**src/rtl/uart_pkg.sv**
```systemverilog
// Shared types and helpers for the buffered UART transmitter (uart_tx_buf).
// Optional parity is enabled by defining UART_TX_PARITY_EN.
package uart_pkg;

    typedef enum logic [2:0] {
        IDLE   = 3'd0,
        START  = 3'd1,
        DATA   = 3'd2,
        PARITY = 3'd3,
        STOP   = 3'd4
    } tx_state_t;

    // Clock cycles occupied by one frame on the line.
    function automatic int unsigned frame_len(input int unsigned data_bits,
                                              input int unsigned stop_bits,
                                              input int unsigned cdiv,
                                              input bit          parity_en);
        return (1 + data_bits + (parity_en ? 1 : 0) + stop_bits) * cdiv;
    endfunction

endpackage

```
**src/rtl/uart_tx_fifo.sv**
```systemverilog
// Word FIFO in front of the UART serialiser: DEPTH x DATA_BITS, active-low write
// handshake, registered occupancy. Reads are look-ahead (o_data shows the head).
module uart_tx_fifo
    import uart_pkg::*;
#(
    parameter int DATA_BITS = 8,
    parameter int DEPTH     = 2,
    localparam int LVL_W    = $clog2(DEPTH + 1),
    localparam int PTR_W    = $clog2(DEPTH)
) (
    input  logic                 clk,
    input  logic                 rst,
    input  logic [DATA_BITS-1:0] i_data,
    input  logic                 i_valid_n,
    output logic                 o_ready_n,
    input  logic                 i_pop,
    output logic [DATA_BITS-1:0] o_data,
    output logic [LVL_W-1:0]     o_level
);

    logic [DATA_BITS-1:0] r_mem [DEPTH];
    logic [PTR_W-1:0]     r_wp;
    logic [PTR_W-1:0]     r_rp;
    logic [LVL_W-1:0]     r_level;
    logic                 w_push;
    logic                 w_pop;

    // ready_n depends only on the registered level, so a pop cannot free a slot
    // for a push on the same edge.
    assign o_ready_n = (r_level == LVL_W'(DEPTH));
    assign w_push    = !i_valid_n && !o_ready_n;
    assign w_pop     = i_pop && (r_level != '0);
    assign o_data    = r_mem[r_rp];
    assign o_level   = r_level;

    always_ff @(posedge clk) begin
        if (w_push) begin
            r_mem[r_wp] <= i_data;
        end
    end

    always_ff @(posedge clk or posedge rst) begin
        if (rst) begin
            r_wp    <= '0;
            r_rp    <= '0;
            r_level <= '0;
        end else begin
            if (w_push) begin
                r_wp <= r_wp + PTR_W'(1);
            end
            if (w_pop) begin
                r_rp <= r_rp + PTR_W'(1);
            end
            case ({w_push, w_pop})
                2'b10:   r_level <= r_level + LVL_W'(1);
                2'b01:   r_level <= r_level - LVL_W'(1);
                default: r_level <= r_level;
            endcase
        end
    end

endmodule

```
**src/rtl/uart_tx_buf.sv**
```systemverilog
// Buffered UART transmitter: FIFO plus LSB-first serialiser with registered line.
// Define UART_TX_PARITY_EN to insert a parity bit between data and stop bits.
module uart_tx_buf
    import uart_pkg::*;
#(
    parameter int DATA_BITS  = 8,
    parameter int STOP_BITS  = 1,
    parameter int CDIV       = 2,
    parameter int DEPTH      = 2,
    parameter int PARITY_ODD = 0,
    localparam int LVL_W     = $clog2(DEPTH + 1)
) (
    input  logic                 clk,
    input  logic                 rst,
    input  logic [DATA_BITS-1:0] data_in,
    input  logic                 valid_n,
    output logic                 ready_n,
    output logic                 uart_tx,
    output logic                 busy,
    output logic [LVL_W-1:0]     level,
    output tx_state_t            dbg_state
);

    localparam int CNT_W = $clog2(STOP_BITS * CDIV + 1);
    localparam int BIT_W = $clog2(DATA_BITS);
    localparam logic [CNT_W-1:0] BIT_LAST_CNT  = CNT_W'(CDIV - 1);
    localparam logic [CNT_W-1:0] STOP_LAST_CNT = CNT_W'(STOP_BITS * CDIV - 1);
    localparam logic [BIT_W-1:0] LAST_BIT      = BIT_W'(DATA_BITS - 1);

    tx_state_t            r_state, w_state_nxt;
    logic [CNT_W-1:0]     r_cnt, w_cnt_nxt, w_cnt_inc;
    logic [BIT_W-1:0]     r_bit, w_bit_nxt, w_bit_inc;
    logic [DATA_BITS-1:0] r_shift, w_shift_nxt;
    logic                 r_par, w_par_nxt;
    logic                 r_tx, w_tx_nxt;
    logic                 r_busy, w_busy_nxt;
    logic                 w_load;
    logic                 w_pop;
    logic                 w_bit_end;
    logic [DATA_BITS-1:0] w_fifo_data;
    logic [LVL_W-1:0]     w_level;

    uart_tx_fifo #(
        .DATA_BITS (DATA_BITS),
        .DEPTH     (DEPTH)
    ) u_fifo (
        .clk       (clk),
        .rst       (rst),
        .i_data    (data_in),
        .i_valid_n (valid_n),
        .o_ready_n (ready_n),
        .i_pop     (w_pop),
        .o_data    (w_fifo_data),
        .o_level   (w_level)
    );

    assign w_cnt_inc = r_cnt + CNT_W'(1);
    assign w_bit_inc = r_bit + BIT_W'(1);
    assign w_bit_end = (r_cnt == BIT_LAST_CNT);

    // Next-state logic; the line value is computed one cycle ahead so uart_tx is a flop.
    always_comb begin
        w_state_nxt = r_state;
        w_cnt_nxt   = w_cnt_inc;
        w_bit_nxt   = r_bit;
        w_shift_nxt = r_shift;
        w_par_nxt   = r_par;
        w_tx_nxt    = r_tx;
        w_busy_nxt  = r_busy;
        w_load      = 1'b0;
        w_pop       = 1'b0;
        case (r_state)
            IDLE: begin
                w_cnt_nxt  = '0;
                w_tx_nxt   = 1'b1;
                w_busy_nxt = 1'b0;
                w_load     = (w_level != '0);
            end
            START: begin
                if (w_bit_end) begin
                    w_state_nxt = DATA;
                    w_cnt_nxt   = '0;
                    w_bit_nxt   = '0;
                    w_tx_nxt    = r_shift[0];
                end
            end
            DATA: begin
                if (w_bit_end) begin
                    w_cnt_nxt = '0;
                    if (r_bit == LAST_BIT) begin
`ifdef UART_TX_PARITY_EN
                        w_state_nxt = PARITY;
                        w_tx_nxt    = r_par;
`else
                        w_state_nxt = STOP;
                        w_tx_nxt    = 1'b1;
`endif
                    end else begin
                        w_bit_nxt = w_bit_inc;
                        w_tx_nxt  = r_shift[w_bit_inc];
                    end
                end
            end
            PARITY: begin
                w_tx_nxt = r_par;
                if (w_bit_end) begin
                    w_state_nxt = STOP;
                    w_cnt_nxt   = '0;
                    w_tx_nxt    = 1'b1;
                end
            end
            STOP: begin
                if (r_cnt == STOP_LAST_CNT) begin
                    if (w_level != '0) begin
                        w_load = 1'b1;
                    end else begin
                        w_state_nxt = IDLE;
                        w_cnt_nxt   = '0;
                        w_tx_nxt    = 1'b1;
                        w_busy_nxt  = 1'b0;
                    end
                end
            end
            default: begin
                w_state_nxt = IDLE;
                w_cnt_nxt   = '0;
                w_tx_nxt    = 1'b1;
                w_busy_nxt  = 1'b0;
            end
        endcase
        // Loading restarts bit timing so every frame is aligned to its own start bit.
        if (w_load) begin
            w_pop       = 1'b1;
            w_state_nxt = START;
            w_cnt_nxt   = '0;
            w_shift_nxt = w_fifo_data;
            w_par_nxt   = (^w_fifo_data) ^ 1'(PARITY_ODD);
            w_tx_nxt    = 1'b0;
            w_busy_nxt  = 1'b1;
        end
    end

    always_ff @(posedge clk or posedge rst) begin
        if (rst) begin
            r_state <= IDLE;
            r_cnt   <= '0;
            r_bit   <= '0;
            r_shift <= '0;
            r_par   <= 1'b0;
            r_tx    <= 1'b1;
            r_busy  <= 1'b0;
        end else begin
            r_state <= w_state_nxt;
            r_cnt   <= w_cnt_nxt;
            r_bit   <= w_bit_nxt;
            r_shift <= w_shift_nxt;
            r_par   <= w_par_nxt;
            r_tx    <= w_tx_nxt;
            r_busy  <= w_busy_nxt;
        end
    end

    assign uart_tx   = r_tx;
    assign busy      = r_busy;
    assign level     = w_level;
    assign dbg_state = r_state;

endmodule
```
**config.mk**
```make
export PLATFORM = sky130hd
export DESIGN_NAME = uart_tx_buf
export DESIGN_NICKNAME = d
export VERILOG_FILES = /design/src/rtl/uart_pkg.sv /design/src/rtl/uart_tx_fifo.sv /design/src/rtl/uart_tx_buf.sv
export SDC_FILE = /design/constraint.sdc
export NUM_CORES = 1
export LEC_CHECK = 0
export BUFFER_PORTS_ARGS = -buffer_cell sky130_fd_sc_hd__buf_2
export CAP_MARGIN = 30
export CORE_MARGIN = 5
export CORE_UTILIZATION = 50
export DETAILED_ROUTE_END_ITERATION = 8
export PLACE_DENSITY = 0.73
export SLEW_MARGIN = 20
export SYNTH_ARGS = -nofsm -noshare
export SYNTH_HDL_FRONTEND = slang
export SYNTH_SLANG_ARGS = --single-unit
```
**constraint.sdc**
```tcl
create_clock -name clk -period 1.98 [get_ports clk]
set_input_delay 0.297 -clock clk [delete_from_list [all_inputs] [get_ports clk]]
set_output_delay 0.297 -clock clk [all_outputs]
set_load 0.05 [all_outputs]
```
==> After elaboration in Yosys (flattened, before gate mapping) <==
Memories as Yosys holds them, arrays and structs flattened.
Cells that the tools add are included.
{ "op_classes": {"shift": 0, "n_reduce_logical": 14, "magnitude_cmp": 1, "n_eq_ne": 20, "mux": 38, "bitwise": 0, "div_mod_pow": 0, "addsub": 6, "n_mul": 0} }
{ "ops": {"columns": ["op", "count"], "rows": [
  ["$mux W3", 10],
  ["$ne A3 B3 Y1 const B", 6],
  ["$mux W1", 16],
  ["$pmux W3 S5", 1],
  ["$mux W2", 4],
  ["$ne A2 B2 Y1 const B", 4],
  ["$pmux W2 S2", 2],
  ["$reduce_and A4 Y1", 2],
  ["$reduce_xor A8 Y1", 1],
  ["$reduce_and A7 Y1", 1],
  ["$eq A3 B2 Y1 const B", 2],
  ["$eq A3 B3 Y1 const B", 2],
  ["$pmux W3 S2", 1],
  ["$reduce_bool A2 Y1", 3],
  ["$add A2 B1 Y2 const B", 2],
  ["$eq A2 B1 Y1 const B", 2],
  ["$eq A2 B2 Y1 const B", 2],
  ["$lt A3 B4 Y1 const B", 1],
  ["$pmux W1 S2", 2],
  ["$pmux W1 S4", 1],
  ["$add A3 B1 Y3 const B", 1],
  ["$bmux W1 S3", 1],
  ["$eq A3 B1 Y1 const B", 1],
  ["$logic_not A3 Y1", 1],
  ["7 further kinds", 10]
]} }
{ "word_totals": {"rom_bits": 0, "mem_bits_rw": 16, "wordCells": 90, "out_inout_bits": 8, "n_memories": 1, "register_bits": 23, "latchBits": 0} }
{ "memory_table": {"columns": ["name", "depth", "word_bits", "read_ports", "rd_ports_with_merged_regs", "wr", "line", "rtl"], "rows": [
  ["u_fifo.r_mem", 2, 8, 1, 0, 1, "uart_tx_fifo.sv:21", "logic [DATA_BITS-1:0] r_mem [DEPTH];"]
]} }

==> Logic depth before layout (Yosys ltp) <==
Gate-level depths: netlist (run 1).
{ "depth": {"ltp_word": 8, "mapped_depth": 9, "depth_no_buf": 7} }

==> By module <==
From an unflattened synthesis (run 1), not the netlist that was laid out.
{ "hier_totals": {"cells_unflattened": 131, "area_unflattened_um2": 1859.3} }
{ "by_module_without_submodules": {"columns": ["mod", "instances", "cells_per_inst", "seq_area_each_um2", "area_per_inst_um2"], "rows": [
  ["uart_tx_buf", 1, 88, 476.7, 1081.0],
  ["uart_tx_fifo", 1, 43, 580.6, 778.2]
]} }

==> Least setup slack after synthesis (run 1) <==
Ideal clock, no wire load.
{ "synth_path": {"path_kind": "register to register", "start": "register u_fifo.r_level[1] (netlist: u_fifo.o_level[1])", "end": "register u_fifo.r_level[1] (netlist: u_fifo.o_level[1])", "period_less_slack_ns": 2.334, "path_slack_ns": -0.354, "arrival_time_ns": 2.190, "setup_time_ns": 0.145, "stages_incl_launch_ff": 8, "n_path_buf": 0, "t_required_ns": 1.835, "path_cell_list": "dfrtp_1 nor2b_1 nor2_1 inv_1 ha_1 xnor2_1 nor2_1 xor2_1"} }
{ "synth_lines": {"columns": ["element", "line", "rtl"], "rows": [
  ["start, declared", "uart_tx_fifo.sv:24", "logic [LVL_W-1:0] r_level;"],
  ["start signal, assigned", "uart_tx_fifo.sv:55", "2'b10: r_level <= r_level + LVL_W'(1);"],
  ["start signal, assigned", "uart_tx_fifo.sv:56", "2'b01: r_level <= r_level - LVL_W'(1);"],
  ["start signal, assigned", "uart_tx_fifo.sv:57", "default: r_level <= r_level;"],
  ["$eq A2 B2 Y1 *", "uart_tx_fifo.sv:30", "assign o_ready_n = (r_level == LVL_W'(DEPTH));"],
  ["named net ready_n", "uart_tx_buf.sv:17", "output logic ready_n,"],
  ["$logic_not A1 Y1 *", "uart_tx_fifo.sv:31", "assign w_push = !i_valid_n && !o_ready_n;"],
  ["$logic_and A1 B1 Y1 *", "uart_tx_fifo.sv:31", null],
  ["$eq A2 B1 Y1 / $eq A2 B2 Y1 (equally long branches)", "uart_tx_fifo.sv:54", "case ({w_push, w_pop})"],
  ["$pmux W2 S2 / $reduce_bool A2 Y1 (equally long branches)", null, null]
]} }
The timed path passes the listed nets; every way through them passes the cells marked *.
A chain may end at the register's enable or synchronous reset.

==> Final worst setup path (run 1) <==
{ "layout_path": {"start": "register r_bit[0]", "end": "register r_bit[0]"} }
{ "layout_via": {"elab_chain_cells": 4} }
{ "layout_lines": {"columns": ["element", "line", "rtl"], "rows": [
  ["start, declared", "uart_tx_buf.sv:32", "logic [BIT_W-1:0] r_bit, w_bit_nxt, w_bit_inc;"],
  ["start signal, assigned", "uart_tx_buf.sv:155", "r_bit <= w_bit_nxt;"],
  ["$add A3 B1 Y3", "uart_tx_buf.sv:58", "assign w_bit_inc = r_bit + BIT_W'(1);"],
  ["$mux W3", "uart_tx_buf.sv:90", "if (r_bit == LAST_BIT) begin"],
  ["$mux W3", "uart_tx_buf.sv:88", "if (w_bit_end) begin"],
  ["$pmux W3 S2", "uart_tx_buf.sv:72", "case (r_state)"]
]} }
Parallel ways exist; a longest one is shown, timed or not. The select of a mux whose other input is x is not followed.

==> results.md, run 1 <==
* R2r setup slk at 0.08 ns
* Root cell of the clock tree: clkbuf_8
* Cells after Synth at 152
* Count of boundary I/O pins at 19
* Share of the yosys chip area belonging to registers at 0.571
* Worst slew pin tran at 0.548 ns
* Initial core utilization at 0.510
* Max_slew headroom at 0.634
* Critical path arrival at 2.11 ns
* Crit path from: r_bit[0]
* CP Capture Type: flip-flop
* Status: complete, no violations
* Synth area leaders: dfrtp_1 (30%), edfxtp_1 (26%), mux2i_1 (6.5%)
* CTS buffer count at 5
* Nets@finish at 188
* Number of enable flip-flop cells after synthesis at 16
* Port Buffers at 18
* Hpwl dp at 2.20 mm
* First-pass detailed-route iteration total at 5
* Clk Latency, worst-skew pair at 0.29 ns
* Worst setup SP type: flip-flop
* Worst min path class: in2async
* Ys Warns at 0
* Layout cells sized above 1 at 0.240
* DR vias/cell at 5.16
* R2r startpoint: r_bit[0]
* Synth-to-layout area growth at 12.6%
* FF+latch count, synth at 39
* CP endpoint: r_bit[0]
* CP max FO at 6
* Setup TNS at 0 ns
* Largest net degree at the start of global routing at 21
* Period utilization at 0.957
* Critical path required time at 2.19 ns
* Post-layout minimum cycle time at 1.90 ns
* Cell taking the most area after synthesis: dfrtp_1
* RR Endpoint: r_bit[0]
* Clock transition at path regs at 0.08 ns
* Power Density at 1740 nW/um2
* Pwr Total at 3.64 mW
* Vias post-DR at 1151
* Pins over their slew limit at 0
* Worst hold margin at 0.0385 ns
* Antenna Nets Post-Route at 0
* CTS Buffer Depth at 2
* Non-filler cells, final at 223
* Final hold vios at 0
* Die area at 5020 um2
* CTS tree: built
* Global route overflow at 0
* Die height at 70.9 um
* Core footprint at 3630 um2
* Final Util at 0.574
* CTS sink count at 39
* Most frequent cells in the layout: nor2_1 (20), dfrtp_1 (20), buf_2 (18)
* Chip width at 70.9 um
* Total wire length at 2.89 mm
* Max Fclk at 0.528 GHz
* Leakage at 0.877 nW
* Detailed Route Iter0 Violations at 85
* Mean Syn Cell Area at 12.2 um2
* Asr flop ratio synth at 0.590
* RSZ-0062 raised after global routing: false
* GR Util All Layers at 0.131
* Crit Path Class: reg2reg
* Mapped Area at 1850 um2
* Placer Congestion at 0.783
* Top cell type's share of synthesized area at 0.297
* Initial antenna violation count at 0
* # diodes at 0
* # rows at 22
* Placed cell count at 215
* Count of cell types in the netlist at 37
* WL per Instance at 13.0 um
* Worst r2r path cells at 7
* Filler Cell Count at 330
* Clk_skew at 0.00775 ns
* First-pass GRT wire length at 5.17 mm
* DRC violation count after routing at 0
* Final setup violation count at 0
* Primary FF master, synth: dfrtp_1
* Vias in the first global route at 1149
* Synth Net Count at 166
* Peak supply drop at 0.000730 V
* Max Cap Viol at 0
* H-tree depth at 2
-- registers in the layout (all words and copies together), names as in the netlist --
signal and flops:
busy 1, dbg_state 3, r_bit 3, r_cnt 2, r_par 1, r_shift 8
u_fifo.o_level 2, u_fifo.r_mem 16, u_fifo.r_rp 1, u_fifo.r_wp 1, uart_tx 1
-- what timing repair did --
item,4_1_cts,5_1_grt
hold buffers,0,0
setup buffers,0,0
endpoints found under the setup margin,0,1
gates resized for setup,0,1
-- critical path, stage by stage (launching register included) --
cell	delay (ns)
dfrtp_1	0.44
ha_4	0.18
ha_1	0.21
nor2_1	0.18
a21oi_1	0.11
or3_4	0.40
nand2b_1	0.17
o21ai_1	0.14
-- metal layers --
layer  track usage  wire length [um]  vias up
li1              -                 -      575
met1         0.156              1240      545
met2         0.216              1470       26
met3        0.0440               137        5
met4        0.0564                40        0
met5             0                 0        -
-- kinds of logic after synthesis --
group | share of synthesized area
flip-flops | 0.571
AO/OA/AOI/OAI | 0.0845
multiplexers | 0.0993
buffers and inverters | 0.0351
XOR/XNOR | 0.0804
adder cells (fa/ha/maj) | 0.0203
AND/OR/NAND/NOR | 0.109
-- final cells by class --
| class | count | area (um2) | area share |
|---|---|---|---|
| clock buffer | 5 | 68.8 | 0.0330 |
| tap | 48 | 60.1 | 0.0288 |
| multi-input combinational | 103 | 749 | 0.360 |
| sequential | 39 | 1060 | 0.508 |
| inverter | 3 | 11.3 | 0.00540 |
| timing repair buffer | 22 | 120 | 0.0576 |
| clock inverter | 3 | 15.0 | 0.00720 |
-- per-stage QoR --
step | cell area [um2] | setup slack, ns
floorplan | 1860 | 0.0227
CTS | 2070 | 0.0542
global route | 2080 | 0.00444
detailed placement | 1990 | 0.0651
finish | 2080 | 0.0845
global placement | 1990 | 0.135
-- power by group --
| part | total (mW) | switching (mW) | internal [mW] |
|---|---|---|---|
| clock network | 0.503 | 0.262 | 0.241 |
| logic | 1.69 | 0.960 | 0.725 |
| registers | 1.45 | 0.279 | 1.17 |
-- worst min path at each step --
stage	end	slack, ns
final	busy	0.04
after global routing	busy	0.07
after CTS	busy	0.05
after detailed placement	u_fifo.o_level[0]	0.37
after global placement	u_fifo.o_level[1]	0.35
after floorplan	busy	0.30
-- cell usage after synthesis (2+ instances only) --
master	count
dfrtp_1	22
nor2_1	20
edfxtp_1	16
a21oi_1	15
mux2i_1	12
xor2_1	11
nand2_1	7
xnor2_1	6
o21ai_0	4
ha_1	3
inv_1	3
nand2b_1	3
and2_1	2
buf_2	2
buf_4	2
mux4_1	2
o32ai_1	2
Power figures use the tool's default switching activity.
==> run 2, diff against run 1 <==
--- a/config.mk
+++ b/config.mk
@@ -8,9 +8,10 @@
 export BUFFER_PORTS_ARGS = -buffer_cell sky130_fd_sc_hd__buf_2
 export CAP_MARGIN = 30
 export CORE_MARGIN = 5
-export CORE_UTILIZATION = 50
+export CORE_UTILIZATION = 57
 export DETAILED_ROUTE_END_ITERATION = 8
-export PLACE_DENSITY = 0.73
+export HOLD_SLACK_MARGIN = 0.02
+export PLACE_DENSITY = 0.81
 export SLEW_MARGIN = 20
 export SYNTH_ARGS = -nofsm -noshare
 export SYNTH_HDL_FRONTEND = slang
==> run 2 against run 1 <==
- wire length grew 4.6%
- critical path type unchanged
- maximum frequency grew 0.28%
- cell area shrank 0.78%
- first-iteration DRC count grew 62%
- cell count shrank 1.3%
- non-clock buffer count grew 1
- sequential share of layout area grew 0.40 points
- combinational power is essentially flat
- core utilization grew 9.8 points
- clock-buffer cell count grew 2
- via count grew 1.7%
==> results.md, run 2 (synthesized netlist as in run 1, its figures left out) <==
* Vias post-DR at 1170
* Max_slew headroom at 0.655
* Critical path required time at 2.23 ns
* Clk Latency, worst-skew pair at 0.33 ns
* Commonest non-fill, non-tap cell in the layout: dfrtp_1
* Wire length on met1 at 1.24 mm
* Pins over their slew limit at 0
* H-tree depth at 2
* Final hold vios at 0
* WL met3 at 130 um
* Count of boundary I/O pins at 19
* Clock transition at path regs at 0.11 ns
* CP endpoint: uart_tx
* Core footprint at 3080 um2
* Detailed Route Iter0 Violations at 138
* Status: complete, no violations
* Worst min path class: in2reg
* Initial antenna violation count at 0
* R2r startpoint: r_bit[0]
* CTS sink count at 39
* Root cell of the clock tree: clkbuf_4
* Worst r2r path cells at 5
* Most frequent cells in the layout: dfrtp_1 (20), nor2_1 (19), buf_2 (18)
* Critical path arrival at 2.14 ns
* Initial core utilization at 0.602
* RR Endpoint: uart_tx
* Routed wl met2 at 1.61 mm
* Final setup violation count at 0
* Post-layout minimum cycle time at 1.89 ns
* Max Fclk at 0.529 GHz
* Power Density at 1720 nW/um2
* GR Util All Layers at 0.158
* Most flop-heavy register: u_fifo.r_mem
* Worst slew pin tran at 0.518 ns
* CP max FO at 4
* Crit Path Class: reg2reg
* CP Capture Type: flip-flop
* Total wire length at 3.03 mm
* CTS Buffer Depth at 2
* Layout cells sized above 1 at 0.239
* Clk_skew at 0.00465 ns
* Top Layer Used: met4
* Nets@finish at 189
* Top Registers: u_fifo.r_mem: 16 flops, r_shift: 8 flops
* Post-CTS setup buffer count at 0
* # rows at 20
* DR vias/cell at 5.32
* Placer Congestion at 0.819
* Setup TNS at 0 ns
* Leakage at 0.870 nW
* Period utilization at 0.955
* Max Cap Viol at 0
* Global route overflow at 0
* Crit path from: r_bit[0]
* WL per Instance at 13.8 um
* CTS tree: built
* Worst setup SP type: flip-flop
* Vias in the first global route at 1168
* Final WS setup at 0.0898 ns
* Largest net degree at the start of global routing at 21
* R2r setup slk at 0.09 ns
* Place WS at 0.0695 ns
* Port Buffers at 18
* First-pass detailed-route iteration total at 4
* RSZ-0062 raised after global routing: false
* Peak supply drop at 0.000798 V
* First-pass GRT wire length at 5.23 mm
* Antenna Nets Post-Route at 0
* Die height at 67.0 um
* DRC violation count after routing at 0
* CTS buffer count at 5
* Filler Cell Count at 240
* Worst hold margin at 0.153 ns
* Hpwl dp at 2.26 mm
* Synth-to-layout area growth at 11.7%
* Die area at 4490 um2
* # diodes at 0
* Chip width at 67.0 um
* Max reg flops at 16
[run 2: power breakdown]
part	switching (mW)	internal [mW]
Clock	0.241	0.172
Sequential	0.293	1.17
Combinational	0.964	0.730
Total	1.50	2.07
[run 2: what timing repair did]
item | in CTS | in global routing
hold endpoints to repair | 9 | 0
setup endpoints to repair | 0 | 2
gates resized for setup | 0 | 2
hold buffers | 1 | 0
[run 2: worst min-delay path by stage]
stage          startpoint                 end  cells past startpoint
2_1_floorplan         rst                busy                      1
3_3_place_gp          rst            r_cnt[1]                      2
3_5_place_dp          rst            r_cnt[0]                      2
4_1_cts        data_in[0]  u_fifo.r_mem[1][0]                      1
5_1_grt        data_in[7]  u_fifo.r_mem[1][7]                      1
6_report       data_in[0]  u_fifo.r_mem[1][0]                      1
[run 2: layout make-up]
type                    count  area (um2)  area share
clock inverters             1        5.00     0.00242
well taps                  44        55.1      0.0266
multi-input cells         103         752       0.364
clock buffers               7        55.1      0.0266
inverters                   3        11.3     0.00544
repair buffers             23         130      0.0629
flip-flops and latches     39        1060       0.512
[run 2: worst max-delay path, cell delays in order (launching register included)]
cell and delay (ns):
dfrtp_1 0.46, ha_4 0.31, mux4_1 0.54, mux2_2 0.29, o21ai_2 0.11, a222oi_1 0.11
[run 2: through the flow]
step | util | cell area [um2] | instances | power, mW
after floorplan | - | 1860 | 152 | 2.85
after global placement | 0.644 | 1980 | 211 | 3.05
after detailed placement | 0.644 | 1980 | 211 | 3.15
after CTS | 0.667 | 2050 | 220 | 3.57
after global routing | 0.672 | 2070 | 220 | 3.85
final | 0.672 | 2070 | 220 | 3.57
[run 2: layer usage]
metal | track usage | vias up
met2 | 0.280 | 30
met5 | 0 | -
met1 | 0.180 | 559
met3 | 0.0422 | 4
met4 | 0.0608 | 0
li1 | - | 577
